==> config.mk <==
export PLATFORM = sky130hd
export DESIGN_NAME = usb_rx_packet_parser
export DESIGN_NICKNAME = d
export VERILOG_FILES = /design/src/rtl/usb_rx_packet_parser.sv
export SDC_FILE = /design/constraint.sdc
export NUM_CORES = 1
export LEC_CHECK = 0
export CORE_UTILIZATION = 50
export DETAILED_ROUTE_END_ITERATION = 8
export PLACE_DENSITY = 0.85
export SLEW_MARGIN = 0
export SYNTH_ARGS = -nofsm -noshare
export SYNTH_HDL_FRONTEND = slang
export SYNTH_SLANG_ARGS = --single-unit
==> constraint.sdc <==
create_clock -name HPS_USB_CLKOUT -period 4.9 [get_ports HPS_USB_CLKOUT]
set_input_delay 0.735 -clock HPS_USB_CLKOUT [delete_from_list [all_inputs] [get_ports HPS_USB_CLKOUT]]
set_output_delay 0.735 -clock HPS_USB_CLKOUT [all_outputs]
set_load 0.005 [all_outputs]
==> src/rtl/usb_rx_packet_parser.sv <==
// USB receive packet parser: PID/length/CRC validation, token decode and payload streaming.
// Define RX_STATS_EN to add saturating good/bad packet counters with a synchronous clear.
module usb_rx_packet_parser #(
  parameter int unsigned MAX_BYTES = 64
) (
  input  logic                   HPS_USB_CLKOUT,
  input  logic                   resetN,
  input  logic [8*MAX_BYTES-1:0] rxBuffer,
  input  logic [8:0]             rxSize,
  input  logic                   rxValid,
  output logic [3:0]             pidOut,
  output logic [1:0]             pktType,
  output logic [6:0]             tokenAddr,
  output logic [3:0]             tokenEndp,
  output logic                   pktDone,
  output logic                   errPid,
  output logic                   errLen,
  output logic                   errCrc,
  output logic [7:0]             payloadByte,
  output logic                   payloadValid,
  input  logic                   payloadReady,
  output logic                   payloadLast,
  output logic                   busy
`ifdef RX_STATS_EN
  ,
  input  logic                   statClear,
  output logic [15:0]            statGood,
  output logic [15:0]            statBad
`endif
);

  localparam logic [1:0]  TypeToken     = 2'd0;
  localparam logic [1:0]  TypeData      = 2'd1;
  localparam logic [1:0]  TypeHandshake = 2'd2;
  localparam logic [1:0]  TypeSpecial   = 2'd3;
  localparam logic [8:0]  MaxSize       = 9'(MAX_BYTES);
  localparam logic [15:0] Crc16Init     = 16'hFFFF;

  typedef enum logic [2:0] {S_IDLE, S_PID, S_CRC5, S_CRC16, S_EMIT, S_DONE} state_t;

  state_t                 state_q, state_d;
  logic                   rx_valid_q;
  logic [8*MAX_BYTES-1:0] buf_q;
  logic [8:0]             size_q;
  logic [6:0]             idx_q, idx_d;
  logic [15:0]            crc_q, crc_d;
  logic                   err_pid_q, err_pid_d;
  logic                   err_len_q, err_len_d;
  logic                   err_crc_q, err_crc_d;
  logic [1:0]             type_q, type_d;
  logic [3:0]             pid_out_q;
  logic [1:0]             pkt_type_q;
  logic [6:0]             token_addr_q, token_addr_d;
  logic [3:0]             token_endp_q, token_endp_d;

  logic                   rise, load, enter_done;
  logic [1:0]             cls;
  logic [7:0]             cur_byte;
  logic [6:0]             payload_end, hi_idx, lo_idx;
  logic [15:0]            crc_rx, crc_next;

  function automatic logic [4:0] crc5_calc(input logic [10:0] d);
    logic [4:0] c;
    c = 5'h1F;
    for (int i = 0; i < 11; i++) begin
      if (c[0] ^ d[i]) c = (c >> 1) ^ 5'h14;
      else             c = c >> 1;
    end
    return ~c;
  endfunction

  function automatic logic [15:0] crc16_byte(input logic [15:0] c_in, input logic [7:0] b);
    logic [15:0] c;
    c = c_in;
    for (int i = 0; i < 8; i++) begin
      if (c[0] ^ b[i]) c = (c >> 1) ^ 16'hA001;
      else             c = c >> 1;
    end
    return c;
  endfunction

  assign rise        = rxValid & ~rx_valid_q;
  assign load        = (state_q == S_IDLE) && rise;
  assign enter_done  = (state_d == S_DONE) && (state_q != S_DONE);
  assign cur_byte    = buf_q[8*idx_q +: 8];
  assign payload_end = size_q[6:0] - 7'd3;
  assign hi_idx      = size_q[6:0] - 7'd1;
  assign lo_idx      = size_q[6:0] - 7'd2;
  // Received CRC16 travels low byte first
  assign crc_rx      = {buf_q[8*hi_idx +: 8], buf_q[8*lo_idx +: 8]};
  assign crc_next    = crc16_byte(crc_q, cur_byte);

  always_comb begin
    cls = TypeSpecial;
    case (buf_q[7:0])
      8'hD2, 8'h5A, 8'h1E, 8'h96: cls = TypeHandshake;
      8'hE1, 8'h69, 8'h2D, 8'hA5: cls = TypeToken;
      8'hC3, 8'h4B, 8'h87, 8'h0F: cls = TypeData;
      default: ;
    endcase
  end

  always_comb begin
    state_d      = state_q;
    idx_d        = idx_q;
    crc_d        = crc_q;
    err_pid_d    = err_pid_q;
    err_len_d    = err_len_q;
    err_crc_d    = err_crc_q;
    type_d       = type_q;
    token_addr_d = token_addr_q;
    token_endp_d = token_endp_q;
    unique case (state_q)
      S_IDLE: begin
        if (rise) state_d = S_PID;
      end
      S_PID: begin
        type_d  = cls;
        state_d = S_DONE;
        if (size_q == 9'd0 || size_q > MaxSize) begin
          err_len_d = 1'b1;
        end else if (buf_q[3:0] != ~buf_q[7:4]) begin
          err_pid_d = 1'b1;
        end else begin
          unique case (cls)
            TypeHandshake: err_len_d = (size_q != 9'd1);
            TypeToken: begin
              if (size_q != 9'd3) err_len_d = 1'b1;
              else                state_d   = S_CRC5;
            end
            TypeData: begin
              if (size_q < 9'd3) begin
                err_len_d = 1'b1;
              end else if (size_q == 9'd3) begin
                err_crc_d = (crc_rx != ~Crc16Init);
              end else begin
                idx_d   = 7'd1;
                crc_d   = Crc16Init;
                state_d = S_CRC16;
              end
            end
            default: ;
          endcase
        end
      end
      S_CRC5: begin
        token_addr_d = buf_q[14:8];
        token_endp_d = {buf_q[18:16], buf_q[15]};
        err_crc_d    = (crc5_calc({buf_q[18:16], buf_q[15:8]}) != buf_q[23:19]);
        state_d      = S_DONE;
      end
      S_CRC16: begin
        crc_d = crc_next;
        if (idx_q == payload_end) begin
          if (~crc_next != crc_rx) begin
            err_crc_d = 1'b1;
            state_d   = S_DONE;
          end else begin
            idx_d   = 7'd1;
            state_d = S_EMIT;
          end
        end else begin
          idx_d = idx_q + 7'd1;
        end
      end
      S_EMIT: begin
        if (payloadReady) begin
          if (idx_q == payload_end) state_d = S_DONE;
          else                      idx_d   = idx_q + 7'd1;
        end
      end
      S_DONE: begin
        err_pid_d = 1'b0;
        err_len_d = 1'b0;
        err_crc_d = 1'b0;
        state_d   = S_IDLE;
      end
      default: state_d = S_IDLE;
    endcase
  end

  always_ff @(posedge HPS_USB_CLKOUT or negedge resetN) begin
    if (!resetN) begin
      state_q      <= S_IDLE;
      rx_valid_q   <= 1'b0;
      buf_q        <= '0;
      size_q       <= '0;
      idx_q        <= '0;
      crc_q        <= '0;
      err_pid_q    <= 1'b0;
      err_len_q    <= 1'b0;
      err_crc_q    <= 1'b0;
      type_q       <= '0;
      pid_out_q    <= '0;
      pkt_type_q   <= '0;
      token_addr_q <= '0;
      token_endp_q <= '0;
    end else begin
      state_q      <= state_d;
      rx_valid_q   <= rxValid;
      idx_q        <= idx_d;
      crc_q        <= crc_d;
      err_pid_q    <= err_pid_d;
      err_len_q    <= err_len_d;
      err_crc_q    <= err_crc_d;
      type_q       <= type_d;
      token_addr_q <= token_addr_d;
      token_endp_q <= token_endp_d;
      if (load) begin
        buf_q  <= rxBuffer;
        size_q <= rxSize;
      end
      // Loaded on the way into S_DONE so they are valid alongside pktDone
      if (enter_done) begin
        pid_out_q  <= buf_q[3:0];
        pkt_type_q <= type_d;
      end
    end
  end

  assign pidOut       = pid_out_q;
  assign pktType      = pkt_type_q;
  assign tokenAddr    = token_addr_q;
  assign tokenEndp    = token_endp_q;
  assign pktDone      = (state_q == S_DONE);
  assign errPid       = err_pid_q;
  assign errLen       = err_len_q;
  assign errCrc       = err_crc_q;
  assign payloadValid = (state_q == S_EMIT);
  assign payloadByte  = payloadValid ? cur_byte : 8'h00;
  assign payloadLast  = payloadValid && (idx_q == payload_end);
  assign busy         = (state_q != S_IDLE);

`ifdef RX_STATS_EN
  logic [15:0] stat_good_q, stat_bad_q;
  logic        pkt_err;

  assign pkt_err = err_pid_q | err_len_q | err_crc_q;

  always_ff @(posedge HPS_USB_CLKOUT or negedge resetN) begin
    if (!resetN) begin
      stat_good_q <= '0;
      stat_bad_q  <= '0;
    end else if (statClear) begin
      stat_good_q <= '0;
      stat_bad_q  <= '0;
    end else if (pktDone) begin
      if (pkt_err) begin
        if (stat_bad_q != 16'hFFFF) stat_bad_q <= stat_bad_q + 16'd1;
      end else begin
        if (stat_good_q != 16'hFFFF) stat_good_q <= stat_good_q + 16'd1;
      end
    end
  end

  assign statGood = stat_good_q;
  assign statBad  = stat_bad_q;
`endif

endmodule
==> results by stage <==
Place:
- The wire-length estimate of the detail-placed layout is around 100,000 microns.
- The placed standard-cell area is ~0.043 sq mm.
- The worst slack after detailed placement is -0.126 ns.
- During placement, the flow inserted port buffers numbering around 560.
- The final RePlAce weighted congestion is 0.990.

Synth:
- Among all cell types in the netlist, the one instantiated most often is dfrtp_1.
- The number of enable-type register cells in the synthesized netlist is 0.
- In this run, synthesis produced a sequential element count of 570.
- The count of yosys warnings during synthesis is 0.
- The post-synthesis sequential area ratio is 40.1%.
- Sorting the synthesized cells by area gives the leading types as dfrtp_1, mux4_2, mux2_2, mux2i_1, nand2_1.
- The post-synthesis net count is 3,007.
- The mapped netlist covers between 0.03 and 0.04 sq mm.
- The average instance area after synthesis is 14.4 sq um.
- Summed over its instances, the top area cell type makes up 40.1% of the synthesized netlist area.
- The most frequently used flop master after synthesis is dfrtp_1.
- After technology mapping, the gate count stands at 2,474.
- The netlist uses just over 80 different library cells.
- The cell taking the most area after synthesis is dfrtp_1.
- The proportion of synthesized flip-flops having asynchronous set or reset is 100%.
- Counting instances in the post-synthesis netlist gives the leading cell types as dfrtp_1, mux2_2, mux4_2, mux2i_1, nand2_1.

Finish:
- The multi-input combinational cell area is approximately 0.020 sq mm.
- Relative to the synthesized area, the layout overhead comes to 28.2%.
- The final design instance area without fill is roughly 0.046 sq mm.
- Summing all flip-flop and latch instances after layout gives between 0.01 and 0.015 sq mm.
- The filler cell count in the final layout is 4,928.
- Of the cells placed in the final design, the portion with a size suffix greater than 1 is 40.8%.
- The final layout contains 3,617 nets.

Die:
- From bottom edge to top edge, the die measures 269 microns.
- The effective utilization at floorplan is approximately 50%.
- The number of top-level pins is 557.
- From left edge to right edge, the die measures 269 microns.
- The number of core rows is 97.
- The floorplan step defined a die boundary enclosing slightly above 0.07 sq mm.
- The placeable core area is 0.0703 sq mm.

Power and ir drop:
- In this run the power density over the cells is between 900 and 1000 mW/mm^2.
- Total power for the finished layout comes to 0.0421 W.
- The part of the power in the clock network is a little under an eighth.
- The switching portion of total power is between 40% and 50%.
- The worst ir drop on vdd is between 0.0007 and 0.0008 V.
- The analysis attributes to net switching a power of roughly 0.018 W.
- The total leakage power is 17.9 nW.
- The internal power of the cells is 0.0241 W.
- The fraction of power consumed by sequential logic is between 20% and 30%.
- The part of the power in combinational logic is 64.1%.

Critical path:
- The critical path's most frequent cell is buf_4.
- Walking the worst path, the cells encountered are buf_4, nor2b_1, buf_4, a22o_1, a211o_1, o22a_1, o2111ai_1, xor2_1, buf_4, xor2_1, xnor2_1, nor4_1, nand4_1, buf_4, o21ai_4, o21ai_4, mux2_4.
- Data on the critical path arrives at its endpoint at roughly 5.3 ns.
- STA classifies the critical path startpoint as a flop.
- For the worst setup path, the data required time is 5.41 ns.
- The standard cell with the maximum stage delay on the critical path is dfrtp_4.
- In this run the worst path has a maximum fanout of 17.
- The startpoint-to-endpoint class of the critical path is reg2reg.
- For this run, the slowest stage of the critical path takes 0.64 ns.
- The sort of element at the end of the critical path is a flop.

Clocking:
- Hold repair after CTS inserted 0 buffers.
- Counting the buffers created by CTS gives 58.
- The clock drives 570 sinks.
- The TritonCTS clock tree is built.
- The root buffer selected by CTS is clkbuf_16.
- After clock tree synthesis, the clock-pin slew on the worst setup and hold paths is 0.06 ns.
- At the later pin of the worst-skew pair, clock insertion delay measures 0.64 ns.
- The H-tree depth is 2.
- Counting along the longest clock path gives a buffer depth of 3.

Detailed routing:
- The detailed-route DRC error count is 0.
- Once detail routing completed, the nets flagged for antenna violations numbered 0.
- The routed wire length is 132,000 microns.
- The ratio of routed vias to standard cells is 6.76.
- The first-pass iteration count of the detailed router is 6.
- After detailed routing, the average wire length per cell comes to ~32 microns.
- The initial detailed-routing violation count is roughly 3.4k.
- The detailed router placed roughly 27k vias in this run.

Global routing:
- The wire length of the first global-routing pass is between 150,000 and 200,000 microns.
- The via count of the first global-routing pass came to approximately 28k.
- The number of antenna violations at the first check in global routing is 11.
- Entering global routing, the biggest net connects 136 pins.
- Summed over all layers, the global routing overflow is 0.
- Across every metal layer, demand over resource in global routing totals 36.8%.

Min path:
- The path class of the tightest hold or removal check is in2async.

Timing:
- The transition time at the pin with the least slew margin is around 1.2 ns.
- The count of final hold-check violations is 0.
- Measured against its own limit, the worst slew margin works out to around a fifth.
- Setup violations remaining at the end of the flow were counted as 0.
- On the final layout, the worst clock skew is 0.0192 ns.
- For this run, the top clock speed supported by timing is around 210 MHz.
- The post-route worst setup slack is ~0.076 ns.
- Summed over all failing endpoints, the final setup total negative slack is 0 ns.
- The clock period could shrink to 4.82 ns.
- The tightest hold path in the finished design has a slack of 0.147 ns.
- The number of pins exceeding their max-slew limit in the final report is 0.
- Of the available clock period, the critical path in the final layout requires 98.4%.
- Setup repair after global routing left no endpoint under its margin.

Job:
- The max-capacitance violation count is 0.

Run status:
- The run finished with clean final reports.
## worst paths after layout
check	start	to	slack [ns]	cells after the start
max	idx_q[1]$_DFFE_PN0P_	pidOut[1]$_DFFE_PN0P_	0.08	17
min	resetN	buf_q[320]$_DFFE_PN0P_	0.15	1
max reg2reg	idx_q[1]$_DFFE_PN0P_	pidOut[1]$_DFFE_PN0P_	0.08	17
min reg2reg	tokenAddr[5]$_DFFE_PN0P_	tokenAddr[5]$_DFFE_PN0P_	0.51	1
max in group asynchronous	resetN	buf_q[41]$_DFFE_PN0P_	3.51	2
min in group HPS_USB_CLKOUT	tokenAddr[5]$_DFFE_PN0P_	tokenAddr[5]$_DFFE_PN0P_	0.51	1
## cells by family after synthesis
logic type      count (synthesis)  synth area share [%]
fa+ha+maj                       8                 0.281
xor+xnor                       85                  2.34
compound gates                220                  4.36
flops                         570                  40.1
mux                          1066                  45.8
buf+inv                       216                  3.00
simple gates                  309                  4.19
## registers in the layout, summed over array words and instances (netlist names)
signal / count
errCrc: 1
buf_q: 512
tokenAddr: 7
pktType: 2
rx_valid_q: 1
type_q: 2
errLen: 1
state_q: 3
size_q: 9
crc_q: 16
tokenEndp: 4
pidOut: 4
idx_q: 7
errPid: 1
## routing by layer
metal | GRT usage (%) | wire length [microns] | up-vias
met1 | 48.7 | 49500 | 14200
met5 | 0 | 79 | -
met3 | 9.37 | 13800 | 389
met4 | 16.9 | 6850 | 12
li1 | - | - | 11000
met2 | 57.3 | 61400 | 1899
## critical path, delay by kind of cell, from the launching register on
family                    cells  cell delay [ns]
muxes                         1             0.35
xor gates and xnor gates      3             0.71
DFF                           1             0.64
and+or+nand+nor               3             0.77
buffers and inverters         4             0.82
AOI/OAI and AO/OA             6             1.39
## cells in the final DEF, fill, tap and decap left out, types with 24 or more instances in the layout
| cell | instances |
|---|---|
| buf_4 | 147 |
| xnor2_1 | 41 |
| a31oi_1 | 24 |
| dfrtp_1 | 563 |
| buf_12 | 48 |
| clkbuf_16 | 59 |
| mux2_2 | 552 |
| xor2_1 | 30 |
| nand2_1 | 112 |
| mux2i_1 | 116 |
| mux4_2 | 384 |
| a21oi_1 | 38 |
| nand3_1 | 29 |
| nor2_1 | 61 |
| clkdlybuf4s50_1 | 555 |
## layout make-up
type	instances	area share (%)
Clock buffer	76	3.57
Clock inverter	24	0.852
Timing Repair Buffer	754	16.9
Tap cell	940	2.58
Inverter	12	0.0987
Antenna cell	2	0.0110
Multi-Input combinational cell	1688	44.7
Sequential cell	570	31.3
## power by group through the flow
stage	Clock, W	Combinational (W)	Sequential [W]
floorplan	0	0.0173	0.00856
global placement	0	0.0256	0.0101
detailed placement	0	0.0259	0.0103
CTS	0.00483	0.0263	0.0102
global route	0.00501	0.0280	0.0105
finish	0.00481	0.0270	0.0103
## repair_timing
item | in CTS | in global routing
buffers inserted | 6 | 5
setup endpoints to repair | 12 | 15
pin swaps | 1 | 2
gates resized for setup | 0 | 9
## stage by stage
step                std cells  util, %
floorplan                2474        -
global placement         3953     61.8
detailed placement       3953     61.8
CTS                      4059     64.8
global route             4064     65.0
finish                   4066     65.0
Note: power is estimated with default switching activity, not from simulation.
